File: config.mk
export PLATFORM = sky130hd
export DESIGN_NAME = uart_tx_feeder_flat
export DESIGN_NICKNAME = d
export VERILOG_FILES = /design/src/rtl/uart_pkg.sv /design/src/rtl/uart_tx_feeder_if.sv /design/src/rtl/tx_sync_fifo.sv /design/src/rtl/uart_tx_feeder.sv /design/src/flat_wrapper.sv
export SDC_FILE = /design/constraint.sdc
export NUM_CORES = 1
export LEC_CHECK = 0
export CELL_PAD_IN_SITES_DETAIL_PLACEMENT = 2
export CELL_PAD_IN_SITES_GLOBAL_PLACEMENT = 2
export CORE_UTILIZATION = 43
export DETAILED_ROUTE_END_ITERATION = 10
export PLACE_DENSITY = 0.9
export SLEW_MARGIN = 20
export SYNTH_ARGS = -nofsm -noshare
export SYNTH_HDL_FRONTEND = slang
export SYNTH_HIERARCHICAL = 1
export SYNTH_SLANG_ARGS = --single-unit
File: constraint.sdc
create_clock -name CLK -period 4.1 [get_ports CLK]
set_clock_uncertainty 0.2 [all_clocks]
set_input_delay 0.615 -clock CLK [delete_from_list [all_inputs] [get_ports CLK]]
set_output_delay 0.615 -clock CLK [all_outputs]
set_load 0.005 [all_outputs]
File: src/rtl/uart_pkg.sv
// Shared definitions for the UART TX feeder: FSM state encoding and pointer-width helpers.
package uart_pkg;

  typedef enum logic [1:0] {
    IDLE      = 2'b00,
    WAIT_ACK  = 2'b01,
    WAIT_DONE = 2'b10
  } tx_state_e;

  localparam int DATA_WIDTH_DEF = 8;
  localparam int FIFO_DEPTH_DEF = 8;

  // One extra MSB beyond the address lets full and empty be told apart when the pointers alias.
  function automatic int ptr_width(input int depth);
    return $clog2(depth) + 1;
  endfunction

  localparam int PTR_W_DEF = $clog2(FIFO_DEPTH_DEF) + 1;

endpackage

File: src/rtl/uart_tx_feeder_if.sv
// Write-side and transmitter-side signals of uart_tx_feeder.
// UART_TX_FEEDER_OVF_EN adds the sticky OVERFLOW flag.
interface uart_tx_feeder_if
  import uart_pkg::*;
#(
  parameter int DATA_WIDTH = 8,
  parameter int FIFO_DEPTH = 8
);
  localparam int CW = ptr_width(FIFO_DEPTH);

  logic [DATA_WIDTH-1:0] WR_DATA;
  logic                  WR_EN;
  logic                  FULL;
  logic                  EMPTY;
  logic [CW-1:0]         COUNT;
  logic [DATA_WIDTH-1:0] TX_P_DATA;
  logic                  TX_D_VLD;
  logic                  TX_BUSY;
`ifdef UART_TX_FEEDER_OVF_EN
  logic                  OVERFLOW;
`endif

  modport master (
    output WR_DATA, WR_EN, TX_BUSY,
    input  FULL, EMPTY, COUNT, TX_P_DATA, TX_D_VLD
`ifdef UART_TX_FEEDER_OVF_EN
    , input OVERFLOW
`endif
  );

  modport slave (
    input  WR_DATA, WR_EN, TX_BUSY,
    output FULL, EMPTY, COUNT, TX_P_DATA, TX_D_VLD
`ifdef UART_TX_FEEDER_OVF_EN
    , output OVERFLOW
`endif
  );

endinterface

File: src/rtl/tx_sync_fifo.sv
// Synchronous byte FIFO feeding the UART TX dispatcher; pop is driven by the dispatcher FSM.
// UART_TX_FEEDER_OVF_EN adds a sticky flag for writes dropped while full.
module tx_sync_fifo
  import uart_pkg::*;
#(
  parameter  int DATA_WIDTH = 8,
  parameter  int FIFO_DEPTH = 8,
  localparam int PW         = ptr_width(FIFO_DEPTH),
  localparam int AW         = PW - 1
) (
  input  logic                  CLK,
  input  logic                  RST,
  input  logic [DATA_WIDTH-1:0] wr_data_i,
  input  logic                  wr_en_i,
  input  logic                  pop_i,
  output logic [DATA_WIDTH-1:0] head_o,
  output logic                  full_o,
  output logic                  empty_o,
  output logic [PW-1:0]         count_o
`ifdef UART_TX_FEEDER_OVF_EN
  , output logic                ovf_o
`endif
);

  logic [DATA_WIDTH-1:0] mem_q [FIFO_DEPTH];
  logic [PW-1:0]         wr_ptr_q, wr_ptr_d;
  logic [PW-1:0]         rd_ptr_q, rd_ptr_d;
  logic                  wr_fire, rd_fire;

  // Flags come straight from the registered pointers, so a same-cycle pop never unblocks a write.
  assign full_o  = (wr_ptr_q[AW] != rd_ptr_q[AW]) && (wr_ptr_q[AW-1:0] == rd_ptr_q[AW-1:0]);
  assign empty_o = (wr_ptr_q == rd_ptr_q);
  assign count_o = wr_ptr_q - rd_ptr_q;
  assign head_o  = mem_q[rd_ptr_q[AW-1:0]];

  assign wr_fire = wr_en_i && !full_o;
  assign rd_fire = pop_i && !empty_o;

  always_comb begin
    wr_ptr_d = wr_ptr_q;
    rd_ptr_d = rd_ptr_q;
    if (wr_fire) wr_ptr_d = wr_ptr_q + PW'(1);
    if (rd_fire) rd_ptr_d = rd_ptr_q + PW'(1);
  end

  always_ff @(posedge CLK or posedge RST) begin
    if (RST) begin
      wr_ptr_q <= '0;
      rd_ptr_q <= '0;
    end else begin
      wr_ptr_q <= wr_ptr_d;
      rd_ptr_q <= rd_ptr_d;
    end
  end

  always_ff @(posedge CLK) begin
    if (wr_fire) mem_q[wr_ptr_q[AW-1:0]] <= wr_data_i;
  end

`ifdef UART_TX_FEEDER_OVF_EN
  logic ovf_q, ovf_d;

  assign ovf_d = ovf_q || (wr_en_i && full_o);
  assign ovf_o = ovf_q;

  always_ff @(posedge CLK or posedge RST) begin
    if (RST) ovf_q <= 1'b0;
    else     ovf_q <= ovf_d;
  end
`endif

endmodule

File: src/rtl/uart_tx_feeder.sv
// Buffers system-side bytes and hands them one at a time to the UART transmitter, paced on TX_BUSY.
// UART_TX_FEEDER_OVF_EN enables the OVERFLOW output.
module uart_tx_feeder
  import uart_pkg::*;
#(
  parameter int DATA_WIDTH = 8,
  parameter int FIFO_DEPTH = 8
) (
  input logic              CLK,
  input logic              RST,
  uart_tx_feeder_if.slave  bus
);

  localparam int CW = ptr_width(FIFO_DEPTH);

  tx_state_e             state_q, state_d;
  logic [DATA_WIDTH-1:0] data_q, data_d;
  logic [DATA_WIDTH-1:0] head;
  logic                  pop;
  logic                  full, empty;
  logic [CW-1:0]         count;

  tx_sync_fifo #(
    .DATA_WIDTH(DATA_WIDTH),
    .FIFO_DEPTH(FIFO_DEPTH)
  ) u_fifo (
    .CLK      (CLK),
    .RST      (RST),
    .wr_data_i(bus.WR_DATA),
    .wr_en_i  (bus.WR_EN),
    .pop_i    (pop),
    .head_o   (head),
    .full_o   (full),
    .empty_o  (empty),
    .count_o  (count)
`ifdef UART_TX_FEEDER_OVF_EN
    , .ovf_o  (bus.OVERFLOW)
`endif
  );

  // Launch only from IDLE with the line free; WAIT_DONE guarantees one launch per BUSY pulse.
  always_comb begin
    state_d = state_q;
    data_d  = data_q;
    pop     = 1'b0;
    case (state_q)
      IDLE: begin
        if (!empty && !bus.TX_BUSY) begin
          data_d  = head;
          pop     = 1'b1;
          state_d = WAIT_ACK;
        end
      end
      WAIT_ACK:  if (bus.TX_BUSY)  state_d = WAIT_DONE;
      WAIT_DONE: if (!bus.TX_BUSY) state_d = IDLE;
      default:   state_d = IDLE;
    endcase
  end

  always_ff @(posedge CLK or posedge RST) begin
    if (RST) begin
      state_q <= IDLE;
      data_q  <= '0;
    end else begin
      state_q <= state_d;
      data_q  <= data_d;
    end
  end

  assign bus.TX_D_VLD  = (state_q == WAIT_ACK);
  assign bus.TX_P_DATA = data_q;
  assign bus.FULL      = full;
  assign bus.EMPTY     = empty;
  assign bus.COUNT     = count;

endmodule

File: src/flat_wrapper.sv
// flat-port wrapper written by rule: the top's interface ports become plain ports
module uart_tx_feeder_flat import uart_pkg::*;
#(
  parameter int DATA_WIDTH = 8,
  parameter int FIFO_DEPTH = 8
)
  (CLK, RST, bus_WR_DATA, bus_WR_EN, bus_TX_BUSY, bus_FULL, bus_EMPTY, bus_COUNT, bus_TX_P_DATA, bus_TX_D_VLD);
  uart_tx_feeder_if #(.DATA_WIDTH(DATA_WIDTH), .FIFO_DEPTH(FIFO_DEPTH)) bus_i ();
  input logic CLK;
  input logic RST;
  input wire logic [$bits(bus_i.WR_DATA)-1:0] bus_WR_DATA;
  input wire logic [$bits(bus_i.WR_EN)-1:0] bus_WR_EN;
  input wire logic [$bits(bus_i.TX_BUSY)-1:0] bus_TX_BUSY;
  output wire logic [$bits(bus_i.FULL)-1:0] bus_FULL;
  output wire logic [$bits(bus_i.EMPTY)-1:0] bus_EMPTY;
  output wire logic [$bits(bus_i.COUNT)-1:0] bus_COUNT;
  output wire logic [$bits(bus_i.TX_P_DATA)-1:0] bus_TX_P_DATA;
  output wire logic [$bits(bus_i.TX_D_VLD)-1:0] bus_TX_D_VLD;
  assign bus_i.WR_DATA = bus_WR_DATA;
  assign bus_i.WR_EN = bus_WR_EN;
  assign bus_i.TX_BUSY = bus_TX_BUSY;
  assign bus_FULL = bus_i.FULL;
  assign bus_EMPTY = bus_i.EMPTY;
  assign bus_COUNT = bus_i.COUNT;
  assign bus_TX_P_DATA = bus_i.TX_P_DATA;
  assign bus_TX_D_VLD = bus_i.TX_D_VLD;
  uart_tx_feeder #(.DATA_WIDTH(DATA_WIDTH), .FIFO_DEPTH(FIFO_DEPTH)) u_core (.CLK(CLK), .RST(RST), .bus(bus_i));
endmodule
==> reports/qor_table.md, run 1 <==
| Item | Value |
| --- | --- |
| Clock Power Share | 0.211 |
| Clock transition time at the flip-flop clock pins of the worst setup and hold paths | 0.08 ns |
| Placeable core region | 0.007687 mm^2 |
| First DRT Iteration DRCs | 114 |
| Relative contribution of sequential cells to total power | 0.388 |
| Type of the tightest min-delay check | flop to flop |
| Count of port buffers added during placement | 26 |
| Residual DRC | 1 |
| Nets@finish | 250 |
| Master cell of the clock root buffer | clkbuf_8 |
| #FFs+latches synth | 82 |
| Leakage power total | 1.461 nW |
| Summed instance area of the synthesized netlist | 0.003392 mm^2 |
| Synth warn | 6 |
| Remaining global-route overflow | 0 |
| Post-CTS Setup Inserts | 0 |
| IR drop worst, VDD | 0.3254 mV |
| Post-route antenna net violation count | 0 |
| First-pass GRT wire length | 12.72 mm |
| Cells resized by post-CTS repair | 0 |
| Via count of the first global-routing pass | 2029 |
| Endpoints failing hold | 0 |
| Number of ports placed on the die boundary | 27 |
| Post-synthesis cell type count | 32 |
| Weighted congestion at the end of routability-driven global placement | 0.6952 |
| Antenna cells | 0 |
| Highest fanout seen on the critical path | 10 |
| Aggregate routed wire length | 8.060 mm |
| Count of standard-cell rows | 32 |
| # clock sinks | 82 |
| Number of vias per cell after detailed routing | 5.425 |
| Worst slew margin | 0.3793 |
| Clock buffer count from CTS | 9 |
| Critical Path Start Type | flop |
| Width of the die | 90.82 um |
| Post-synthesis sequential area ratio | 0.6994 |
| Mean area per synthesized cell | 17.58 um^2 |
| Number of pins with negative max-slew slack in the final report | 0 |
| GR Util All Layers | 0.2211 |
| Number of H-tree levels | 3 |
| Via total after detailed routing | 1839 |
| Post-detail-place hpwl | 5.511 mm |
| Maximum number of pins on one net before global-route repair | 22 |
| Fill cell count | 699 |
| Worst endpoint data arrival time | 2.69 ns |
| Layout cell share with drive strength beyond 1 | 0.2321 |
| Switching power share of the total | 0.3438 |
| Final hold slack | 0.3100 ns |
| Share of the cycle needed by the critical path after routing | 0.8558 |
| Die ar. | 0.008247 mm^2 |
| Count of TritonRoute iterations in the first routing pass | 7 |
| Power density over the cells | 787.9 mW/mm^2 |
| Vertical extent of the die | 90.82 um |
| Top achievable clock speed | 285.0 MHz |
| Net load switching power | 1.088 mW |
| Fin crit period | 3.509 ns |
| Clock insertion delay at the later pin of the skew report | 0.36 ns |
| Number of setup violations in the final report | 0 |
| Worst EP required | 3.28 ns |
| Initial antenna violation count | 0 |
| Part of the total power dissipated in combinational logic | 0.401 |
| Total Neg Setup Slack | 0 ns |
| CP Capture Type | primary output |
| Critical path class | flop to primary output |
| Maximum clock insertion buffer count | 2 |
| Initial standard-cell utilization of the core | 0.4412 |
| Number of standard cells after synthesis | 193 |
| Internal power summed over all cells | 2.076 mW |
| Failing checks | DRC |
| Clock tree from TritonCTS | yes |
| Hold buffer count at cts | 0 |
| Transition time at the pin with the least slew margin | 0.9277 ns |
| Synthesis-to-layout area growth | 18.37% |
| Avg WL per Cell | 23.78 um |
| Maximum capacitance violations | 0 |
| Post-Syn Nets | 211 |
| Run status | complete, but fails checks |
| RSZ-0062 raised after global routing | no |
per-stage QoR:
step | total power [mW] | util | cell area [um^2] | setup WS (ns) | cells
2_1_floorplan | 1.970 | - | 3392 | 1.212 | 193
3_3_place_gp | 2.400 | 0.4925 | 3786 | 1.174 | 323
3_5_place_dp | 2.505 | 0.4925 | 3786 | 1.055 | 323
4_1_cts | 3.211 | 0.5223 | 4015 | 0.5794 | 339
5_1_grt | 3.335 | 0.5223 | 4015 | 0.4437 | 339
6_report | 3.164 | 0.5223 | 4015 | 0.5910 | 339
flip-flops by register name, summed over array words and instances (netlist names):
name                    flops
u_core/u_fifo/mem_q        64
u_core/state_q              2
u_core/bus.TX_P_DATA        8
u_core/u_fifo/wr_ptr_q      4
u_core/u_fifo/rd_ptr_q      4
area by class of cell:
| cell class | instances | area (um^2) | share of cell area |
|---|---|---|---|
| inverters | 12 | 45.04 | 0.01122 |
| clock buffers | 9 | 123.9 | 0.03085 |
| multi-input cells | 94 | 928.4 | 0.2312 |
| repair buffers | 33 | 312.8 | 0.07791 |
| clock inverters | 7 | 105.1 | 0.02618 |
| well taps | 102 | 127.6 | 0.03179 |
| flip-flops and latches | 82 | 2372 | 0.5908 |
metal layers:
metal,wire [um],global-route usage
met3,298,0.03451
met2,4155,0.3693
met5,0,0
met1,3475,0.2909
met4,131,0.08862
cell families after synthesis:
logic type,Yosys count,synth area share
buffers and inverters,17,0.02693
muxes,26,0.1416
adders and majority gates,6,0.02435
xor gates and xnor gates,10,0.02803
AOI/OAI and AO/OA,7,0.01918
and+or+nand+nor,45,0.06050
DFF,82,0.6994
worst paths after layout:
| check | startpoint | endpoint | slack (ns) | depth (start not counted) |
|---|---|---|---|---|
| setup / recovery | u_core/u_fifo/rd_ptr_q[2] | bus_EMPTY | 0.59 | 5 |
| hold / removal | u_core/bus.TX_P_DATA[4] | u_core/bus.TX_P_DATA[4] | 0.31 | 1 |
| setup reg to reg | u_core/u_fifo/rd_ptr_q[2] | u_core/u_fifo/rd_ptr_q[1] | 1.05 | 7 |
| hold reg to reg | u_core/bus.TX_P_DATA[4] | u_core/bus.TX_P_DATA[4] | 0.31 | 1 |
| max in group asynchronous | RST | u_core/bus.TX_P_DATA[6] | 3.07 | 2 |
| min in group asynchronous | RST | u_core/bus.TX_P_DATA[5] | 0.35 | 2 |
power groups by stage:
| stage | clock (mW) | sequential, mW | combinational [mW] |
|---|---|---|---|
| floorplan | 0 | 1.20 | 0.773 |
| global placement | 0 | 1.22 | 1.18 |
| detailed placement | 0 | 1.24 | 1.26 |
| CTS | 0.688 | 1.23 | 1.29 |
| global route | 0.709 | 1.25 | 1.37 |
| finish | 0.667 | 1.23 | 1.27 |
synth_stat cells, drive strengths merged:
library cell	number	share of area
o21ai	2	0.0074
inv	12	0.013
a21oi	1	0.0015
nor4	2	0.0081
mux4	16	0.11
fa	1	0.0059
xor2	4	0.010
o21a	1	0.0022
nor2b	1	0.0018
nand2	27	0.030
edfxtp	64	0.57
xnor2	6	0.018
nor2	8	0.0096
mux2	10	0.034
ha	5	0.018
o211ai	1	0.0037
nand3	2	0.0030
nor3	4	0.0059
a211oi	1	0.0022
buf	5	0.014
and2b	1	0.0022
a21o	1	0.0022
dfrtp	18	0.13
critical path: stages (launching register included):
cell and delay (ns):
dfrtp_1 0.54, inv_2 0.18, ha_1 0.39, nand3_1 0.30, nor2_1 0.36, clkdlybuf4s50_1 0.56
placed cells by master, fill, tap and decap left out, types with 2 or more instances in the layout:
| cell type | instances |
|---|---|
| buf_4 | 7 |
| bufinv_16 | 2 |
| clkbuf_8 | 9 |
| clkdlybuf4s50_1 | 26 |
| dfrtp_1 | 18 |
| edfxtp_1 | 64 |
| ha_1 | 5 |
| inv_1 | 11 |
| inv_6 | 3 |
| mux2_2 | 9 |
| mux4_2 | 15 |
| nand2_1 | 27 |
| nand3_1 | 2 |
| nor2_1 | 7 |
| nor3_1 | 4 |
| xnor2_1 | 5 |
| xor2_1 | 4 |
No activity file was read; power rests on OpenSTA's default activity.
==> inputs of run 2 (changes only) <==
Settings changed: CORE_ASPECT_RATIO set to 1.4, HOLD_SLACK_MARGIN set to 0.06.
==> reports/qor_table.md, run 2 (same netlist as run 1, synthesis figures left out) <==
| Item | Value | Change |
| --- | --- | --- |
| Count of port buffers added during placement | 26 | unchanged |
| Most common cell after layout, fill and taps aside | edfxtp_1 | unchanged |
| Fin crit period | 3.455 ns | was 3.509 ns |
| Initial standard-cell utilization of the core | 0.4404 | was 0.4412 |
| Maximum clock insertion buffer count | 2 | unchanged |
| Cells resized by post-CTS repair | 0 | unchanged |
| First-pass GRT wire length | 12.43 mm | was 12.72 mm |
| # clock sinks | 82 | unchanged |
| Endpoint of the worst register-to-register path | u_core/u_fifo/rd_ptr_q[3] | was u_core/u_fifo/rd_ptr_q[1] |
| Critical path class | flop to primary output | unchanged |
| Share of the cycle needed by the critical path after routing | 0.8427 | was 0.8558 |
| GR Util All Layers | 0.2152 | was 0.2211 |
| Layout cell share with drive strength beyond 1 | 0.2385 | was 0.2321 |
| First element of the critical path | u_core/u_fifo/rd_ptr_q[2] | unchanged |
| Master cell of the clock root buffer | clkbuf_8 | unchanged |
| R2R Setup Slk | 1.08 ns | was 1.05 ns |
| Start of the worst register-to-register path | u_core/u_fifo/rd_ptr_q[2] | unchanged |
| Post-layout instance area | 0.003981 mm^2 | was 0.004015 mm^2 |
| Clock transition time at the flip-flop clock pins of the worst setup and hold paths | 0.09 ns | was 0.08 ns |
| Worst EP required | 3.28 ns | about the same |
| CP Capture Type | primary output | unchanged |
| Total area of multi-input combinational cells | 928.4 um^2 | unchanged |
| DP Area | 0.003799 mm^2 | was 0.003786 mm^2 |
| Post-detail-place hpwl | 5.637 mm | was 5.511 mm |
| Number of cells on the worst reg-to-reg path | 8 | was 7 |
| Number of setup violations in the final report | 0 | unchanged |
| Top achievable clock speed | 289.4 MHz | was 285.0 MHz |
| Post-Route Utilization | 0.5169 | was 0.5223 |
| Peak per-stage delay on the critical path | 0.56 ns | about the same |
| Synthesis-to-layout area growth | 17.37% | was 18.37% |
| Residual DRC | 0 | was 1 |
| Count of standard-cell rows | 38 | was 32 |
| Maximum capacitance violations | 0 | unchanged |
| Power density over the cells | 764.2 mW/mm^2 | was 787.9 mW/mm^2 |
| Post-route antenna net violation count | 0 | unchanged |
| Via count of the first global-routing pass | 2100 | was 2029 |
| Number of pins with negative max-slew slack in the final report | 0 | unchanged |
| IR drop worst, VDD | 0.3358 mV | was 0.3254 mV |
| Pre-CTS WS | 1.047 ns | was 1.055 ns |
| Placeable core region | 0.007702 mm^2 | was 0.007687 mm^2 |
| Total Neg Setup Slack | 0 ns | unchanged |
| Fill cell count | 709 | was 699 |
| Worst slew margin | 0.4788 | was 0.3793 |
| Die ar. | 0.008253 mm^2 | was 0.008247 mm^2 |
| Via total after detailed routing | 1819 | was 1839 |
| Max stage delay cell, worst path | clkdlybuf4s50_1 | unchanged |
| Leakage power total | 1.451 nW | was 1.461 nW |
| Type of the tightest min-delay check | flop to flop | unchanged |
| Worst Setup Slack, final | 0.6447 ns | was 0.5910 ns |
| Remaining global-route overflow | 0 | unchanged |
| Clock tree from TritonCTS | yes | unchanged |
| Avg WL per Cell | 23.52 um | was 23.78 um |
| Transition time at the pin with the least slew margin | 0.7810 ns | was 0.9277 ns |
| Aggregate routed wire length | 7.974 mm | was 8.060 mm |
| Run status | finished clean | was complete, but fails checks |
| Maximum number of pins on one net before global-route repair | 22 | unchanged |
| Initial antenna violation count | 0 | unchanged |
| Post-CTS Setup Inserts | 0 | unchanged |
| Clock insertion delay at the later pin of the skew report | 0.36 ns | about the same |
| Highest fanout seen on the critical path | 10 | unchanged |
| Weighted congestion at the end of routability-driven global placement | 0.7830 | was 0.6952 |
| Number of vias per cell after detailed routing | 5.366 | was 5.425 |
| Worst endpoint data arrival time | 2.64 ns | was 2.69 ns |
| Nets@finish | 252 | was 250 |
| Width of the die | 77.07 um | was 90.82 um |
| Largest register FFs | 64 | unchanged |
| Critical Path Start Type | flop | unchanged |
| Final hold slack | 0.3150 ns | was 0.3100 ns |
| Count of TritonRoute iterations in the first routing pass | 4 | was 7 |
| Hold buffer count at cts | 0 | unchanged |
| Antenna cells | 0 | unchanged |
| RSZ-0062 raised after global routing | no | unchanged |
| Endpoints failing hold | 0 | unchanged |
| Number of H-tree levels | 3 | unchanged |
| Crit path cell chain | inv_2, ha_1, nand3_1, nor2_1, clkdlybuf4s50_1 | unchanged |
| Clock buffer count from CTS | 9 | unchanged |
| Last element of the critical path | bus_EMPTY | unchanged |
| Combined flip-flop and latch cell area | 0.002372 mm^2 | unchanged |
| Commonest cells after routing, fill and taps aside | edfxtp_1, nand2_1, clkdlybuf4s50_1 | unchanged |
| Number of ports placed on the die boundary | 27 | unchanged |
| Vertical extent of the die | 107.1 um | was 90.82 um |
| First DRT Iteration DRCs | 120 | was 114 |
## run 2: layer usage
layer  track usage  part of all wire
met1        0.2571              0.40
met2        0.3814              0.55
met3       0.03915             0.024
met4       0.08895             0.024
met5             0                 0
## run 2: layout make-up
class	count	area share
clock buffer	9	0.03111
inverter	12	0.01131
clock inverter	7	0.01477
timing repair buffer	35	0.08234
multi-input combinational	94	0.2332
sequential	82	0.5959
tap	100	0.03143
## run 2: worst min-delay path by stage
stage | startpoint | endpoint | slack (ns) | cells past startpoint
final | u_core/bus.TX_P_DATA[5] | u_core/bus.TX_P_DATA[5] | 0.31 | 1
after CTS | u_core/bus.TX_P_DATA[5] | u_core/bus.TX_P_DATA[5] | 0.32 | 1
after global placement | u_core/bus.TX_P_DATA[6] | u_core/bus.TX_P_DATA[6] | 0.29 | 1
after floorplan | RST | u_core/u_fifo/rd_ptr_q[0] | 0.23 | 1
after detailed placement | u_core/bus.TX_P_DATA[5] | u_core/bus.TX_P_DATA[5] | 0.30 | 1
after global routing | u_core/bus.TX_P_DATA[6] | u_core/bus.TX_P_DATA[6] | 0.34 | 1
## run 2: worst max-delay path: cells and delay by family, from the launching register on
kind	cells	cell delay (ns)
adders and majority gates	1	0.39
buffers and inverters	2	0.74
DFF	1	0.54
and+or+nand+nor	2	0.62
## run 2: power by group
| part | total (mW) | switching (mW) | internal [mW] |
|---|---|---|---|
| combinational | 1.27 | 0.637 | 0.635 |
| sequential | 1.22 | 0.125 | 1.09 |
| clock | 0.554 | 0.323 | 0.231 |
## run 2: through the flow
step                total power, mW  std cells
finish                        3.042        339
global route                  3.209        339
detailed placement            2.503        323
CTS                           3.080        339
floorplan                     1.970        193
global placement              2.399        323
==> inputs of run 3 (changes only) <==
Settings changed: CORE_UTILIZATION 43 to 39, PLACE_DENSITY 0.9 to 0.87.
Clock period 4.1 ns to 2.85 ns, I/O delays scaled along.
==> reports/qor_table.md, run 3 (same netlist as run 1, synthesis figures left out) <==
| Item | Value | Change |
| --- | --- | --- |
| Number of vias per cell after detailed routing | 5.284 | was 5.366 |
| Share of the cycle needed by the critical path after routing | 0.9720 |  |
| Placeable core region | 0.008295 mm^2 | was 0.007702 mm^2 |
| Width of the die | 80.82 um | was 77.07 um |
| Worst slew margin | 0.7239 | was 0.4788 |
| # clock sinks | 82 | unchanged |
| Commonest cells after routing, fill and taps aside | edfxtp_1, nand2_1, clkdlybuf4s50_1 | unchanged |
| Remaining global-route overflow | 0 | unchanged |
| Largest register FFs | 64 | unchanged |
| Crit path cell chain | ha_1, a21o_1, a21oi_1, xnor2_1, clkdlybuf4s50_1 | was inv_2, ha_1, nand3_1, nor2_1, clkdlybuf4s50_1 |
| Residual DRC | 0 | unchanged |
| Via total after detailed routing | 1839 | was 1819 |
| Post-layout instance area | 0.004175 mm^2 | was 0.003981 mm^2 |
| Die ar. | 0.009080 mm^2 | was 0.008253 mm^2 |
| Max stage delay cell, worst path | clkdlybuf4s50_1 | unchanged |
| RSZ-0062 raised after global routing | no | unchanged |
| Post-detail-place hpwl | 5.558 mm | was 5.637 mm |
| Synthesis-to-layout area growth | 23.09% | was 17.37% |
| Count of TritonRoute iterations in the first routing pass | 4 | unchanged |
| Placed cell count | 330 | was 323 |
| Vertical extent of the die | 112.3 um | was 107.1 um |
| Initial antenna violation count | 0 | unchanged |
| Critical path class | flop to primary output | unchanged |
| Cell class contributing the biggest share of worst-path delay | buffers and inverters | unchanged |
| Initial standard-cell utilization of the core | 0.4089 | was 0.4404 |
| Via count of the first global-routing pass | 2109 | was 2100 |
| Combined buffer and inverter count along the critical path | 1 | was 2 |
| Type of the tightest min-delay check | input port to asynchronous set/reset pin | was flop to flop |
| Number of H-tree levels | 3 | unchanged |
| Count of port buffers added during placement | 26 | unchanged |
| Master cell of the clock root buffer | clkbuf_16 | was clkbuf_8 |
| Number of setup violations in the final report | 0 | unchanged |
| First DRT Iteration DRCs | 92 | was 120 |
| Most common cell after layout, fill and taps aside | edfxtp_1 | unchanged |
| Power density over the cells | 1160 mW/mm^2 | was 764.2 mW/mm^2 |
| Clock buffer count from CTS | 9 | unchanged |
| Count of standard-cell rows | 39 | was 38 |
| Clock transition time at the flip-flop clock pins of the worst setup and hold paths | 0.06 ns | was 0.09 ns |
| Number of pins with negative max-slew slack in the final report | 0 | unchanged |
| Leakage power total | 1.539 nW | was 1.451 nW |
| Transition time at the pin with the least slew margin | 0.4137 ns | was 0.7810 ns |
| GR Util All Layers | 0.2123 | was 0.2152 |
| Endpoints failing hold | 0 | unchanged |
| Critical Path Start Type | flop | unchanged |
| Maximum number of pins on one net before global-route repair | 20 | was 22 |
| Layout cell share with drive strength beyond 1 | 0.2805 | was 0.2385 |
| Top achievable clock speed | 361.0 MHz |  |
| Weighted congestion at the end of routability-driven global placement | 0.7395 | was 0.7830 |
| Most used routing layer | met2 | unchanged |
| First-pass GRT wire length | 12.93 mm | was 12.43 mm |
| DP Area | 0.003845 mm^2 | was 0.003799 mm^2 |
| Fin crit period | 2.770 ns |  |
| Nets@finish | 259 | was 252 |
| Highest fanout seen on the critical path | 8 | was 10 |
| Pre-CTS WS | 0.3557 ns | was 1.047 ns |
| Number of ports placed on the die boundary | 27 | unchanged |
| Met3 GRT Util | 0.04390 | was 0.03915 |
| Peak per-stage delay on the critical path | 0.51 ns | was 0.56 ns |
| Clock insertion delay at the later pin of the skew report | 0.34 ns | was 0.36 ns |
| Avg WL per Cell | 23.95 um | was 23.52 um |
| Antenna cells | 0 | unchanged |
| Final hold slack | 0.2039 ns | was 0.3150 ns |
| Post-route non-filler standard cell count | 348 | was 339 |
| First element of the critical path | u_core/u_fifo/wr_ptr_q[1] | was u_core/u_fifo/rd_ptr_q[2] |
| Global routing usage on met1 | 0.2409 | was 0.2571 |
| Start of the worst register-to-register path | u_core/u_fifo/rd_ptr_q[2] | unchanged |
| Worst endpoint data arrival time | 2.14 ns | was 2.64 ns |
| Total Neg Setup Slack | 0 ns | unchanged |
| Post-route antenna net violation count | 0 | unchanged |
| CP Capture Type | primary output | unchanged |
| Maximum capacitance violations | 0 | unchanged |
| Worst Setup Slack, final | 0.07991 ns | was 0.6447 ns |
| IR drop worst, VDD | 0.5524 mV | was 0.3358 mV |
| Maximum clock insertion buffer count | 2 | unchanged |
| Aggregate routed wire length | 8.334 mm | was 7.974 mm |
| Clock tree from TritonCTS | yes | unchanged |
| Global routing usage on met2 | 0.3709 | was 0.3814 |
| Worst EP required | 2.22 ns | was 3.28 ns |
| Run status | finished clean | unchanged |
-- run 3: power breakdown --
part | internal [mW] | switching (mW)
logic | 0.969 | 0.926
clock network | 0.693 | 0.496
registers | 1.58 | 0.183
total | 3.24 | 1.61
-- run 3: path summary, 6_finish.rpt --
check | to | slack, ns | depth (start not counted)
max | bus_COUNT[3] | 0.08 | 5
min | u_core/u_fifo/rd_ptr_q[0] | 0.20 | 2
max reg2reg | u_core/u_fifo/rd_ptr_q[3] | 0.46 | 9
min reg2reg | u_core/bus.TX_P_DATA[4] | 0.32 | 1
max in group asynchronous | u_core/state_q[0] | 1.94 | 2
min in group CLK | u_core/bus.TX_P_DATA[4] | 0.32 | 1
-- run 3: area by class of cell --
cell class	count	area (um^2)
fill	765	4120
sequential	82	2376
multi-input combinational	94	937.1
timing repair buffer	42	380.4
clock buffer	9	225.2
tap	102	127.6
clock inverter	7	83.83
inverter	12	45.04
-- run 3: metal layers --
metal	up-vias	part of all wire
met5	-	0
met4	0	0.029
met3	20	0.033
met2	49	0.56
met1	949	0.37
li1	821	-
-- run 3: repair_timing --
item	4_1_cts	5_1_grt
setup endpoints to repair	3	3
buffers inserted	0	2
hold buffers	0	0
gates resized for setup	1	3
-- run 3: stage by stage --
stage / power (mW) / util
detailed placement: 3.628 / 0.4635
global placement: 3.490 / 0.4635
floorplan: 2.839 / -
finish: 4.845 / 0.5033
CTS: 4.890 / 0.5009
global route: 5.107 / 0.5033
